`src/rtl/complex_multiplier_axis_pkg.sv`:
```
// Shared types and the scale/saturate helper for the complex multiplier.
package complex_multiplier_axis_pkg;

  // Wide enough for any full-precision product component this block will see.
  localparam int MAX_W = 72;

  typedef logic signed [MAX_W-1:0] wide_t;

  // Arithmetic right shift (floor) then clamp to a signed outw-bit range.
  function automatic wide_t shift_sat(input wide_t v, input int sh, input int outw);
    wide_t s;
    wide_t hi;
    wide_t lo;
    s  = v >>> sh;
    hi = (wide_t'(1) <<< (outw - 1)) - wide_t'(1);
    lo = -(wide_t'(1) <<< (outw - 1));
    if (s > hi) return hi;
    if (s < lo) return lo;
    return s;
  endfunction

endpackage

```
`src/rtl/complex_multiplier_axis_pipe_delay.sv`:
```
// Register delay line of parametric width/depth; each data stage loads only
// when the valid travelling beside it is set, so data holds across gaps.
module complex_multiplier_axis_pipe_delay #(
  parameter int WIDTH = 1,
  parameter int DEPTH = 1
) (
  input  logic             clk_i,
  input  logic             rst_n_i,
  input  logic [WIDTH-1:0] din_i,
  input  logic             vld_i,
  output logic [WIDTH-1:0] dout_o,
  output logic             vld_o
);

  // Index 0 is the input tap; index k is the output of register stage k.
  logic [DEPTH:0]            vld_pipe;
  logic [DEPTH:0][WIDTH-1:0] dat_pipe;

  assign vld_pipe[0] = vld_i;
  assign dat_pipe[0] = din_i;

  for (genvar k = 1; k <= DEPTH; k++) begin : g_stg
    logic             vld_q;
    logic [WIDTH-1:0] dat_q;

    always_ff @(posedge clk_i or negedge rst_n_i) begin
      if (!rst_n_i) begin
        vld_q <= 1'b0;
        dat_q <= '0;
      end else begin
        vld_q <= vld_pipe[k-1];
        if (vld_pipe[k-1]) dat_q <= dat_pipe[k-1];
      end
    end

    assign vld_pipe[k] = vld_q;
    assign dat_pipe[k] = dat_q;
  end

  assign dout_o = dat_pipe[DEPTH];
  assign vld_o  = vld_pipe[DEPTH];

endmodule

```
`src/rtl/complex_multiplier_axis.sv`:
```
// Pipelined signed complex multiplier, valid-only streaming in/out, with
// arithmetic-shift scaling and per-component saturation.
module complex_multiplier_axis
  import complex_multiplier_axis_pkg::*;
#(
  parameter int OPERAND_WIDTH_A   = 16,
  parameter int OPERAND_WIDTH_B   = 16,
  parameter int OPERAND_WIDTH_OUT = 16,
  parameter int STAGES            = 6,
  parameter int BLOCKING          = 0,
  parameter int GROWTH_BITS       = 0
) (
  input  logic                           aclk,
  input  logic                           aresetn,
  input  logic [2*OPERAND_WIDTH_A-1:0]   s_axis_a_tdata,
  input  logic                           s_axis_a_tvalid,
  input  logic [2*OPERAND_WIDTH_B-1:0]   s_axis_b_tdata,
  input  logic                           s_axis_b_tvalid,
  output logic [2*OPERAND_WIDTH_OUT-1:0] m_axis_dout_tdata,
  output logic                           m_axis_dout_tvalid
);

  localparam int WA   = OPERAND_WIDTH_A;
  localparam int WB   = OPERAND_WIDTH_B;
  localparam int WO   = OPERAND_WIDTH_OUT;
  localparam int PW   = WA + WB;
  localparam int WP   = WA + WB + 1;
  localparam int SH   = WA + WB - WO + 1 + GROWTH_BITS;
  localparam int TAIL = STAGES - 3;

  if (BLOCKING != 0) begin : g_err_blocking
    $error("complex_multiplier_axis: only BLOCKING=0 is supported");
  end
  if (STAGES < 3) begin : g_err_stages
    $error("complex_multiplier_axis: STAGES must be >= 3");
  end
  if (SH < 0) begin : g_err_shift
    $error("complex_multiplier_axis: output shift is negative");
  end
  if (WP > MAX_W) begin : g_err_width
    $error("complex_multiplier_axis: operands too wide for shift_sat");
  end

  logic fire;
  assign fire = s_axis_a_tvalid & s_axis_b_tvalid;

  // vld_q[n] is the valid beside the stage-n registers.
  logic [3:1] vld_q;

  // Stage 1: operand registers
  logic signed [WA-1:0] ar_q, ai_q;
  logic signed [WB-1:0] br_q, bi_q;

  // Stage 2: partial products
  logic signed [PW-1:0] pp_rr_d, pp_ii_d, pp_ri_d, pp_ir_d;
  logic signed [PW-1:0] pp_rr_q, pp_ii_q, pp_ri_q, pp_ir_q;

  // Stage 3: scaled and saturated result
  logic signed [WP-1:0] re_full, im_full;
  logic        [WO-1:0] re_d, im_d, re_q, im_q;

  always_ff @(posedge aclk or negedge aresetn) begin
    if (!aresetn) begin
      vld_q <= '0;
    end else begin
      vld_q <= {vld_q[2:1], fire};
    end
  end

  always_ff @(posedge aclk or negedge aresetn) begin
    if (!aresetn) begin
      ar_q <= '0;
      ai_q <= '0;
      br_q <= '0;
      bi_q <= '0;
    end else if (fire) begin
      ar_q <= s_axis_a_tdata[WA-1:0];
      ai_q <= s_axis_a_tdata[2*WA-1:WA];
      br_q <= s_axis_b_tdata[WB-1:0];
      bi_q <= s_axis_b_tdata[2*WB-1:WB];
    end
  end

  // Operands sign-extended to the product width so the multiply is exact.
  assign pp_rr_d = PW'(ar_q) * PW'(br_q);
  assign pp_ii_d = PW'(ai_q) * PW'(bi_q);
  assign pp_ri_d = PW'(ar_q) * PW'(bi_q);
  assign pp_ir_d = PW'(ai_q) * PW'(br_q);

  always_ff @(posedge aclk or negedge aresetn) begin
    if (!aresetn) begin
      pp_rr_q <= '0;
      pp_ii_q <= '0;
      pp_ri_q <= '0;
      pp_ir_q <= '0;
    end else if (vld_q[1]) begin
      pp_rr_q <= pp_rr_d;
      pp_ii_q <= pp_ii_d;
      pp_ri_q <= pp_ri_d;
      pp_ir_q <= pp_ir_d;
    end
  end

  // One guard bit absorbs the (-2^(W-1))^2 + (-2^(W-1))^2 corner.
  assign re_full = WP'(pp_rr_q) - WP'(pp_ii_q);
  assign im_full = WP'(pp_ri_q) + WP'(pp_ir_q);
  assign re_d    = WO'(shift_sat(wide_t'(re_full), SH, WO));
  assign im_d    = WO'(shift_sat(wide_t'(im_full), SH, WO));

  always_ff @(posedge aclk or negedge aresetn) begin
    if (!aresetn) begin
      re_q <= '0;
      im_q <= '0;
    end else if (vld_q[2]) begin
      re_q <= re_d;
      im_q <= im_d;
    end
  end

  complex_multiplier_axis_pipe_delay #(
    .WIDTH (2*WO),
    .DEPTH (TAIL)
  ) u_tail (
    .clk_i   (aclk),
    .rst_n_i (aresetn),
    .din_i   ({im_q, re_q}),
    .vld_i   (vld_q[3]),
    .dout_o  (m_axis_dout_tdata),
    .vld_o   (m_axis_dout_tvalid)
  );

endmodule

```
`config.mk`:
```
export PLATFORM = sky130hd
export DESIGN_NAME = complex_multiplier_axis
export DESIGN_NICKNAME = d
export VERILOG_FILES = /design/src/rtl/complex_multiplier_axis_pkg.sv /design/src/rtl/complex_multiplier_axis_pipe_delay.sv /design/src/rtl/complex_multiplier_axis.sv
export SDC_FILE = /design/constraint.sdc
export NUM_CORES = 2
export LEC_CHECK = 0
export ABC_AREA = 1
export ABC_CLOCK_PERIOD_IN_PS = 7950
export CORE_ASPECT_RATIO = 0.5
export CORE_MARGIN = 3
export CORE_UTILIZATION = 55
export CTS_BUF_LIST = sky130_fd_sc_hd__clkbuf_8
export DETAILED_ROUTE_END_ITERATION = 7
export GPL_TIMING_DRIVEN = 0
export PLACE_DENSITY = 0.8
export REMOVE_ABC_BUFFERS = 1
export SLEW_MARGIN = 0
export SYNTH_ARGS = -nofsm -noshare
export SYNTH_HDL_FRONTEND = slang
export SYNTH_SLANG_ARGS = --single-unit
```
`constraint.sdc`:
```
create_clock -name aclk -period 7.95 [get_ports aclk]
set_input_delay 1.9875 -clock aclk [delete_from_list [all_inputs] [get_ports aclk]]
set_output_delay 1.9875 -clock aclk [all_outputs]
set_load 0.1 [all_outputs]
```
==> flow_summary_export.csv <==
group,metric,value,unit
flow_run,maxCapViolCount,1,
setup_path,cp.arrival,8380,ps
drt,antenna_left,0,
drt,viasPerCell,5.35,
min_path,min_to,"u_tail.g_stg[2].dat_q[16]",
clocking,cts_made_buffers,51,
layout,layout_commonest_cell,"nand2_1",
floorplanning,chipHeight,235,um
clocking,cts_hold_buf,0,
clocking,h-tree-depth,2,
run_status,violations,"max-capacitance violations",
clocking,cts_setup_buffers,0,
timing,post-route-min-period,7810,ps
setup_path,cp_slowest_stage_delay,990,ps
min_path,holdPathStages,2,
clocking,clock_latency,770,ps
drt,drc_errors,0,
clocking,cts_tree,"yes",
setup_path,r2r_setup_slack,140,ps
setup_path,cp_slowest_cell,"fa_1",
layout,nNetsFinal,8875,
synth,synth_area,57800,um^2
synth,synth.yosys.seq_area_share,14.1,%
synth,synth_cell_types,41,
floorplanning,fp.dieW,464,um
setup_path,cpMostUsedCell,"fa_1",
timing,timing.fmax,128,MHz
timing,slew_viol_final,0,
timing,setup_viol,0,
timing,hold_violations,0,
clocking,root_buffer,"clkbuf_8",
layout,synthToLayoutAreaGrowth,5.69,%
floorplanning,start_util,55.9,%
setup_path,cp_max_fo,33,
synth,synthCells,7512,
global_routing,track_usage,30.2,%
drt,vias,47100,
timing,rsz0062_at_grt,"false",
min_path,min_path_type,"flop to flop",
timing,clock_skew,123,ps
synth,synth_seq_cells,326,
setup_path,rr_endpoint,"pp_ir_q[31]",
drt,wl_per_cell,18.3,um
global_routing,grt_max_degree,127,
layout,final_cell_mix,"nand2_1 (2064), inv_1 (1968), fa_1 (1048), ha_1 (390), nor2_1 (334)",
placement,place_congestion,1.03,
synth,synthArstFlopShare,100,%
drt,drtIter0Drc,4584,
layout,fill_cells,9194,
setup_path,r2r_start,"ai_q[15]",
setup_path,cp-end-kind,"flop",
setup_path,crit_type,"flop to flop",
synth,ys.flop_type,"dfrtp_1",
run_status,status,"finished, violations left",
min_path,hold_start,"u_tail.g_stg[1].dat_q[16]",
setup_path,path_cells,"nand2_1 -> inv_1 -> fa_1 -> fa_1 -> fa_1 -> fa_1 -> inv_1 -> fa_1 -> inv_1 -> fa_1 -> ha_1 -> a21oi_2 -> nand2_1 -> a21oi_1 -> nand3_1 -> nand2_1 -> nand3_1 -> nand2_1",
synth,synth.avg_cell_area,7.69,um^2
floorplanning,die_area,109000,um^2
drt,wirelength,161000,um
placement,io_buffers,100,
timing,period_share,98.2,%
layout,drive_gt1_share,2.96,%
floorplanning,num_rows,83,
timing,fin_tns_setup,0,ps
layout,final_cell_area,61100,um^2
timing,slew_headroom,0.0877,%
setup_path,r2r_cells,18,
setup_path,startpoint_type,"flop",
setup_path,required,8520,ps
clocking,clock_path_buffers,3,
synth,synth_edf_count,0,
timing,tightestPinTransition,1500,ps
floorplanning,io_pins,101,
global_routing,grt_pass1_wl,260000,um
placement,post-dp-hpwl,127000,um
clocking,clk_transition_reported_paths,60,ps
global_routing,antenna_found_initial,5,
floorplanning,core,103000,um^2
global_routing,overflow,0,
synth,synth_warnings,0,
timing,hold_ws,479,ps
clocking,cts_sinks,326,
placement,placed_area,59700,um^2
drt,drt-pass1-iter-count,6,
global_routing,grt_pass1_vias,47800,
-- worst max-delay path, delay by kind of cell (launching register included) --
kind            cells  cell delay (ps)
buf+inv             3              320
fa+ha+maj           7             4110
simple gates        6             1690
flops               1              850
compound gates      2              620
-- flip-flops by register name, summed over array words and instances, names as in the netlist, 32 cells and up --
| signal | count |
|---|---|
| u_tail.g_stg.dat_q | 64 |
| pp_ii_q | 32 |
| pp_ir_q | 32 |
| pp_ri_q | 32 |
| pp_rr_q | 32 |
| u_tail.dout_o | 32 |
-- worst max path at each step --
| stage | startpoint | endpoint | slack (ps) | cells past startpoint |
|---|---|---|---|---|
| floorplan | bi_q[1] | pp_ii_q[23] | 2140 | 20 |
| global placement | aresetn | ar_q[14] | -10010 | 1 |
| detailed placement | br_q[15] | pp_ir_q[31] | 20 | 18 |
| CTS | ai_q[15] | pp_ir_q[31] | 30 | 18 |
| global route | ai_q[15] | pp_ir_q[31] | 40 | 18 |
| finish | ai_q[15] | pp_ir_q[31] | 140 | 18 |
-- layout make-up --
type,count,area (um^2),share of cell area (%)
Antenna cell,4,10.0,0.0164
Clock buffer,60,826,1.35
Clock inverter,35,418,0.684
Inverter,1963,7380,12.1
Multi-Input combinational cell,4913,41100,67.3
Sequential cell,326,8240,13.5
Tap cell,1402,1750,2.87
Timing Repair Buffer,114,1360,2.23
-- repair_timing --
action / 4_1_cts / 5_1_grt
gates resized for setup: 1 / 8
endpoints found under the setup margin: 1 / 3
endpoints found under the hold margin: 0 / 0
-- stage by stage --
step	util, %	std cells	setup slack [ps]
6_report	59.1	8817	144
5_1_grt	59.1	8814	37.0
4_1_cts	59.0	8812	33.4
3_5_place_dp	57.8	8717	23.9
3_3_place_gp	57.4	8704	-10010
2_1_floorplan	-	7202	2140
-- cells in the mapped netlist (13+ instances only) --
cell type / number / share of area [%]
nand3b_1: 21 / 0.27
nor3_1: 48 / 0.42
ha_1: 390 / 8.4
a21oi_1: 241 / 2.1
inv_1: 1961 / 13
o21bai_1: 39 / 0.51
dfrtp_1: 326 / 14
nand2_1: 2065 / 13
mux2_2: 24 / 0.47
nand3_1: 247 / 2.1
fa_1: 1048 / 36
o21ai_0: 211 / 1.8
xor2_1: 18 / 0.27
nor2_1: 334 / 2.2
o21ai_1: 13 / 0.11
xnor2_1: 48 / 0.73
or2_1: 13 / 0.14
nand4_1: 68 / 0.74
clkbuf_1: 286 / 1.9
-- cells by family (layout without fill, tap and decap cells) --
logic type / after synthesis / in the layout / synth area share [%]
and+or+nand+nor: 2833 / 2833 / 19.7
buffers and inverters: 2273 / 2172 / 14.8
adders and majority gates: 1438 / 1438 / 44.8
AOI/OAI and AO/OA: 552 / 552 / 5.15
DFF: 326 / 326 / 14.1
xor gates and xnor gates: 66 / 66 / 1.00
muxes: 24 / 24 / 0.468
other: 0 / 4 / 0
-- layer usage --
metal | wire length, um | global-route usage [%]
met5 | 206 | 1.08
met4 | 5440 | 9.14
met3 | 22700 | 10.5
met2 | 66900 | 43.6
met1 | 65800 | 42.9
Power is not shown: default switching activity piles up to over one toggle a cycle in this logic, so the estimate is an artifact.
